==> config.mk <==
export PLATFORM = sky130hd
export DESIGN_NAME = mem_port_arbiter
export DESIGN_NICKNAME = d
export VERILOG_FILES = /design/src/rtl/mem_port_arbiter.sv
export SDC_FILE = /design/constraint.sdc
export NUM_CORES = 1
export LEC_CHECK = 0
export ABC_AREA = 1
export CORE_ASPECT_RATIO = 0.8
export CORE_MARGIN = 1.5
export CORE_UTILIZATION = 47
export DETAILED_ROUTE_END_ITERATION = 6
export GPL_ROUTABILITY_DRIVEN = 0
export PLACE_DENSITY_LB_ADDON = 0.2
export SLEW_MARGIN = 40
export SYNTH_ARGS = -nofsm -noshare
export SYNTH_HDL_FRONTEND = slang
export SYNTH_SLANG_ARGS = --single-unit
==> constraint.sdc <==
create_clock -name clk -period 2.7 [get_ports clk]
set_input_delay 0.405 -clock clk [delete_from_list [all_inputs] [get_ports clk]]
set_output_delay 0.405 -clock clk [all_outputs]
set_load 0.05 [all_outputs]
==> src/rtl/mem_port_arbiter.sv <==
// Arbitrates one single-ported memory between instruction fetch (IF) and data memory (DM).
// DM has priority; IF wins after STARVE_LIMIT contested DM grants; stalled accesses time out.
module mem_port_arbiter #(
  parameter int unsigned STARVE_LIMIT   = 4,
  parameter int unsigned TIMEOUT_CYCLES = 255
) (
  input  logic        clk,
  input  logic        reset,
  input  logic        if_req,
  input  logic [31:0] if_addr,
  output logic        if_ack,
  output logic [31:0] if_rdata,
  input  logic        dm_req,
  input  logic        dm_we,
  input  logic [3:0]  dm_be,
  input  logic [31:0] dm_addr,
  input  logic [31:0] dm_wdata,
  output logic        dm_ack,
  output logic [31:0] dm_rdata,
  output logic        ack_err,
  output logic        mem_req,
  output logic        mem_we,
  output logic [3:0]  mem_be,
  output logic [31:0] mem_addr,
  output logic [31:0] mem_wdata,
  input  logic        mem_ready,
  input  logic [31:0] mem_rdata
);

  localparam logic [3:0] STARVE_MAX = 4'(STARVE_LIMIT);
  localparam logic [9:0] TMO_LAST   = 10'(TIMEOUT_CYCLES - 1);

  typedef enum logic [1:0] {
    IDLE   = 2'd0,
    WAIT_I = 2'd1,
    WAIT_D = 2'd2,
    RESP   = 2'd3
  } state_t;

  state_t     state_r;
  logic [3:0] starve_cnt_r;
  logic [9:0] tmo_cnt_r;
  logic       grant_i_s;
  logic       grant_d_s;

  // Grant decision in IDLE: DM first unless IF has been starved too long
  always_comb begin
    grant_i_s = 1'b0;
    grant_d_s = 1'b0;
    if (state_r == IDLE) begin
      if (dm_req && (!if_req || (starve_cnt_r != STARVE_MAX))) begin
        grant_d_s = 1'b1;
      end else begin
        grant_i_s = if_req;
      end
    end else begin
      grant_i_s = 1'b0;
      grant_d_s = 1'b0;
    end
  end

  // Arbiter FSM with all outputs registered
  always_ff @(posedge clk) begin
    if (reset) begin
      state_r      <= IDLE;
      starve_cnt_r <= 4'd0;
      tmo_cnt_r    <= 10'd0;
      if_ack       <= 1'b0;
      if_rdata     <= 32'd0;
      dm_ack       <= 1'b0;
      dm_rdata     <= 32'd0;
      ack_err      <= 1'b0;
      mem_req      <= 1'b0;
      mem_we       <= 1'b0;
      mem_be       <= 4'd0;
      mem_addr     <= 32'd0;
      mem_wdata    <= 32'd0;
    end else begin
      case (state_r)
        IDLE: begin
          tmo_cnt_r <= 10'd0;
          if (grant_d_s) begin
            state_r   <= WAIT_D;
            mem_req   <= 1'b1;
            mem_we    <= dm_we;
            mem_be    <= dm_be;
            mem_addr  <= dm_addr;
            mem_wdata <= dm_wdata;
            if (if_req && (starve_cnt_r != STARVE_MAX)) begin
              starve_cnt_r <= starve_cnt_r + 4'd1;
            end
          end else if (grant_i_s) begin
            state_r      <= WAIT_I;
            mem_req      <= 1'b1;
            mem_we       <= 1'b0;
            mem_be       <= 4'hF;
            mem_addr     <= if_addr;
            mem_wdata    <= 32'd0;
            starve_cnt_r <= 4'd0;
          end
        end
        WAIT_I, WAIT_D: begin
          // Writes and aborted accesses return zero data
          if (mem_ready || (tmo_cnt_r == TMO_LAST)) begin
            state_r <= RESP;
            mem_req <= 1'b0;
            ack_err <= !mem_ready;
            if (state_r == WAIT_I) begin
              if_ack   <= 1'b1;
              if_rdata <= mem_ready ? mem_rdata : 32'd0;
            end else begin
              dm_ack   <= 1'b1;
              dm_rdata <= (mem_ready && !mem_we) ? mem_rdata : 32'd0;
            end
          end else begin
            tmo_cnt_r <= tmo_cnt_r + 10'd1;
          end
        end
        RESP: begin
          state_r   <= IDLE;
          if_ack    <= 1'b0;
          dm_ack    <= 1'b0;
          ack_err   <= 1'b0;
          mem_req   <= 1'b0;
          tmo_cnt_r <= 10'd0;
        end
        default: begin
          state_r   <= IDLE;
          if_ack    <= 1'b0;
          dm_ack    <= 1'b0;
          ack_err   <= 1'b0;
          mem_req   <= 1'b0;
          tmo_cnt_r <= 10'd0;
        end
      endcase
    end
  end

endmodule

[Yosys cells after proc, flatten, opt, wreduce, memory -nomap -nowiden]
Index checks and enable logic that the tools add are counted.
Operators by class
  add/sub/neg operators: 2
  eq/ne operators: 11
  muxes and demuxes: 35
  bitwise logic cells: 1
  reduce and logical (&&, ||, !) cells: 21
Operators with widths (count)
  2-to-1 mux 32 bit: 6
  2-to-1 mux 4 bit: 5
  one-hot mux 10 bit (2 select lines): 1
  AND reduction 3 bit: 5
  2-to-1 mux 1 bit: 14
  adder 10 x 1 -> 10 bit (second input constant): 1
  equality test 10 x 8 -> 1 bit (second input constant): 1
  2-to-1 mux 10 bit: 1
  inequality test 2 bit (second input constant): 4
  2-to-1 mux 2 bit: 3
  one-hot mux 1 bit (2 select lines): 3
  one-hot mux 2 bit (3 select lines): 1
  AND reduction 2 bit: 3
  adder 4 x 1 -> 4 bit (second input constant): 1
  equality test 2 bit (second input constant): 2
  inequality test 4 x 3 -> 1 bit (second input constant): 1
  nonzero test 2 bit: 2
  OR reduction 2 bit: 2
  logical AND 1 bit: 3
  zero test 1 bit: 3
  inequality test 3 bit (second input constant): 1
  one-hot mux 1 bit (3 select lines): 1
  equality test 2 x 1 -> 1 bit (second input constant): 1
  zero test 2 bit: 1
  other kinds (3): 4
Word-level totals
  bits in registers: 153
  input port bits: 138
  word-level logic and storage cells: 83

[Logic depth before layout (Yosys ltp)]
  word-level depth: 8
  gate-level depth with buffers: 12
  depth with buffers taken out: 11

[Worst setup path after synthesis]
Ideal clock, no wire load.
  path kind: register -> register
  start point: reg state_r[0]
  end point: reg mem_wdata[10]
  setup time: 70 ps
  data arrival time: 1593 ps
  slack: 1037 ps
  stages on the path, launching flop included: 9
  period minus slack after synthesis: 1663 ps
  cell sequence: dfxtp_1 inv_1 ha_1 buf_2 o21ai_1 buf_2 buf_1 nand2_1 a21oi_1
Between the ends
  cells in the longest elaborated chain, start to end: 4
Ends and longest elaborated chain
  from (decl): RTL line 40  | state_t state_r;
  from (signal assigned): RTL line 65  | state_r <= IDLE;
  from (signal assigned): RTL line 83  | state_r <= WAIT_D;
  from (signal assigned): RTL line 93  | state_r <= WAIT_I;
  zero test 2 bit (*): RTL line 50, 79
  2-to-1 mux 1 bit: RTL line 50  | if (state_r == IDLE) begin
  nonzero test 2 bit (no line)
  AND reduction 2 bit (no line)
  to (signal assigned): RTL line 88  | mem_wdata <= dm_wdata;
  to (decl): RTL line 25  | output logic [31:0] mem_wdata,
Mark *: on every way between the ends. The rest lies on a longest branch, timed or not.
A chain may end at the register's enable or synchronous reset.

[Final worst setup path]
  start point: reg state_r[0]
  end point: reg mem_addr[21]
Between the ends
  cells in the longest elaborated chain, start to end: 4
Ends and longest elaborated chain
  zero test 2 bit (*): RTL line 50, 79
  2-to-1 mux 1 bit: RTL line 50
  nonzero test 2 bit (no line)
  AND reduction 2 bit (no line)
  to (signal assigned): RTL line 87  | mem_addr <= dm_addr;
  to (signal assigned): RTL line 97  | mem_addr <= if_addr;
  to (decl): RTL line 24  | output logic [31:0] mem_addr,
Marked as above.

==> results.json <==
{
  "status": "completed",
  "max_slew_margin_pct": 48.8,
  "p_int_w": 0.00613,
  "htreeDepth": 4,
  "vias": 6951,
  "sw_frac_of_total_pct": 43.3,
  "hpwl_um": 13900,
  "r2r_start": "state_r[0]$_SDFFE_PP0P_",
  "cts_sinks": 153,
  "cts_buffers": 17,
  "synth_common_cells": "408 x nand2_1, 153 x dfxtp_1, 130 x inv_1",
  "cp_max_fo": 26,
  "antenna-diode-count": 0,
  "die_w_um": 136,
  "cts_tree": "yes",
  "end_kind": "register",
  "yosysSeqAreaShare_pct": 45.7,
  "synth_edf_count": 0,
  "cts-root-buf": "clkbuf_16",
  "core_mm2": 0.0137,
  "grt_pass1_wl_um": 30800,
  "grt_antenna_before_repair": 0,
  "ir_worst_vdd_mv": 0.786,
  "overflow": 0,
  "viasPerCell": 4.74,
  "nNetsFinal": 1417,
  "mappedNetlistArea_mm2": 0.00670,
  "postSynthNetCount": 1164,
  "hp-class": "reg -> reg",
  "ios": 275,
  "start_util_pct": 48.8,
  "hold_buffers": 0,
  "power.density_mw_per_mm2": 1060,
  "post-route-period-util_pct": 82.7,
  "synth_top_area_cell": "dfxtp_1",
  "maxSlewViolCount": 0,
  "io_buffers": 274,
  "hold_end": "mem_be[1]$_SDFFE_PP0P_",
  "synth_top_flop_cell": "dfxtp_1",
  "yosysUniqueCellTypes": 26,
  "comb_power_share_pct": 46.9,
  "holdPathStages": 2,
  "ff2ff_path_depth": 8,
  "dieArea_mm2": 0.0150,
  "cp.arrival_ps": 2550,
  "path_cells": "inv_1 -> ha_1 -> nand2_1 -> clkinv_1 -> nand3_1 -> nand3_1 -> nand2_1 -> inv_1",
  "min_period_ps": 2230,
  "max_stage_delay_ps": 630,
  "setup_viol": 0,
  "crit_required_ps": 3010,
  "synth_area_leaders": "dfxtp_1 46%, nand2_1 23%, inv_1 7.3%",
  "die-height_um": 110,
  "min_from": "mem_be[1]$_SDFFE_PP0P_",
  "yosysWarnings": 0,
  "drc": 0,
  "fmaxAchievable_mhz": 448,
  "synthCells": 1019,
  "ys_ff_latch": 153,
  "synth_area_per_cell_um2": 6.58,
  "rows": 38,
  "drt_iter0_drc": 358,
  "drive_gt1_share_pct": 4.51,
  "clock_path_buffers": 2,
  "fin_tns_setup_ps": 0,
  "ant_nets": 0,
  "yosys.area.top_type_share_pct": 45.7,
  "routedWlPerCell_um": 13.8,
  "critPathLaunchType": "register",
  "worstSetupPathType": "reg -> reg",
  "first_global_vias": 6308,
  "synthArstFlopShare_pct": 0,
  "timing.rr.end": "mem_addr[21]$_SDFFE_PP0P_",
  "power.leakage_nw": 4.61,
  "p_switching_w": 0.00467,
  "tightest_slew_ps": 763,
  "crit_slowest_cell": "clkinv_1",
  "maxCapViolCount": 0,
  "hold_viol": 0,
  "fin_skew_ps": 9.81,
  "grt_usage_pct": 26.3,
  "cts_resized": 0,
  "postLayoutCoreUtil_pct": 74.4,
  "pwr-share-seq_pct": 28.7,
  "post_cts_buffers": 0,
  "r2r_setup_slack_ps": 470,
  "path_clk_slew_ps": 60,
  "syn2layout_area_growth_pct": 52.6,
  "clkLatencyLatePin_ps": 420,
  "routed_wl_um": 20200,
  "grt_max_degree": 54,
  "first_pass_iters": 5,
  "rsz0062_at_grt": "false",
  "clkPwrFrac_pct": 24.4,
  "yosysMostFrequentCell": "nand2_1"
}
cell type report:
class / count / area [um^2]
repair buffers: 290 / 2910
inverters: 132 / 495
multi-input cells: 678 / 2880
flip-flops and latches: 153 / 3060
fillers: 1108 / 3520
clock buffers: 18 / 429
well taps: 180 / 225
clock inverters: 14 / 223
power groups by stage:
stage               registers, W  clock network, W  logic (W)
floorplan                0.00491                 0    0.00157
global placement         0.00312                 0    0.00499
detailed placement       0.00314                 0    0.00503
CTS                      0.00310           0.00266    0.00507
global route             0.00316           0.00275    0.00543
finish                   0.00310           0.00263    0.00506
cell usage in the layout, fill, tap and decap left out, types with 2 or more instances in the layout:
cell / instances
nand2_1: 408
clkdlybuf4s50_1: 273
dfxtp_1: 153
inv_1: 129
nor2_1: 92
a21oi_1: 79
nand3_1: 63
clkbuf_16: 17
buf_4: 12
o21ai_0: 10
ha_1: 7
clkinv_4: 5
bufinv_16: 5
nand4_1: 4
buf_12: 4
nor3_1: 3
nand3_2: 2
inv_2: 2
nor2_2: 2
o221ai_1: 2
clkinvlp_4: 2
kinds of logic after synthesis:
logic type                 count (synthesis)  share of synthesized area [%]
AOI/OAI and AO/OA                         93                           7.10
DFF                                      153                           45.7
adders and majority gates                  7                           1.31
buffers and inverters                    188                           11.5
and+or+nand+nor                          577                           34.3
xor gates and xnor gates                   1                          0.131
registers in the layout, indices dropped and copies added, names as in the netlist:
| register | count |
|---|---|
| ack_err | 1 |
| tmo_cnt_r | 10 |
| dm_rdata | 32 |
| mem_be | 4 |
| if_rdata | 32 |
| mem_we | 1 |
| if_ack | 1 |
| starve_cnt_r | 4 |
| dm_ack | 1 |
| state_r | 2 |
| mem_wdata | 32 |
| mem_req | 1 |
| mem_addr | 32 |
worst max path at each step:
stage / from / to / slack [ps]
after floorplan: state_r[0]$_SDFFE_PP0P_ / mem_wdata[10]$_SDFFE_PP0P_ / 1040
after global placement: if_req / starve_cnt_r[2]$_SDFFE_PP0P_ / 440
after detailed placement: if_req / mem_addr[21]$_SDFFE_PP0P_ / 400
after CTS: state_r[0]$_SDFFE_PP0P_ / mem_addr[21]$_SDFFE_PP0P_ / 520
after global routing: state_r[0]$_SDFFE_PP0P_ / mem_addr[21]$_SDFFE_PP0P_ / 290
final: state_r[0]$_SDFFE_PP0P_ / mem_addr[21]$_SDFFE_PP0P_ / 470
metal layers:
layer	GRT usage, %	vias to the layer above	part of all wire, %
met1	33.3	3087	43
met2	43.6	250	48
met5	0	-	0
met3	6.45	29	7.1
li1	-	3585	-
met4	9.50	0	1.8
through the flow:
stage               setup WS, ps  cell area (um^2)  hold WS, ps  total power [W]  instances
finish                       466             10200          440           0.0108       1465
global route                 294             10200          453           0.0113       1465
CTS                          523             10200          440           0.0108       1465
detailed placement           402              9570          435          0.00817       1433
global placement             440              9570          431          0.00811       1433
floorplan                   1040              6700          446          0.00648       1019
critical path, delay by kind of cell, from the launching register on:
family                     cells  cell delay, ps
buffers and inverters          3             720
and+or+nand+nor                4             690
DFF                            1             380
adders and majority gates      1             330
Note: power is estimated with default switching activity, not from simulation.
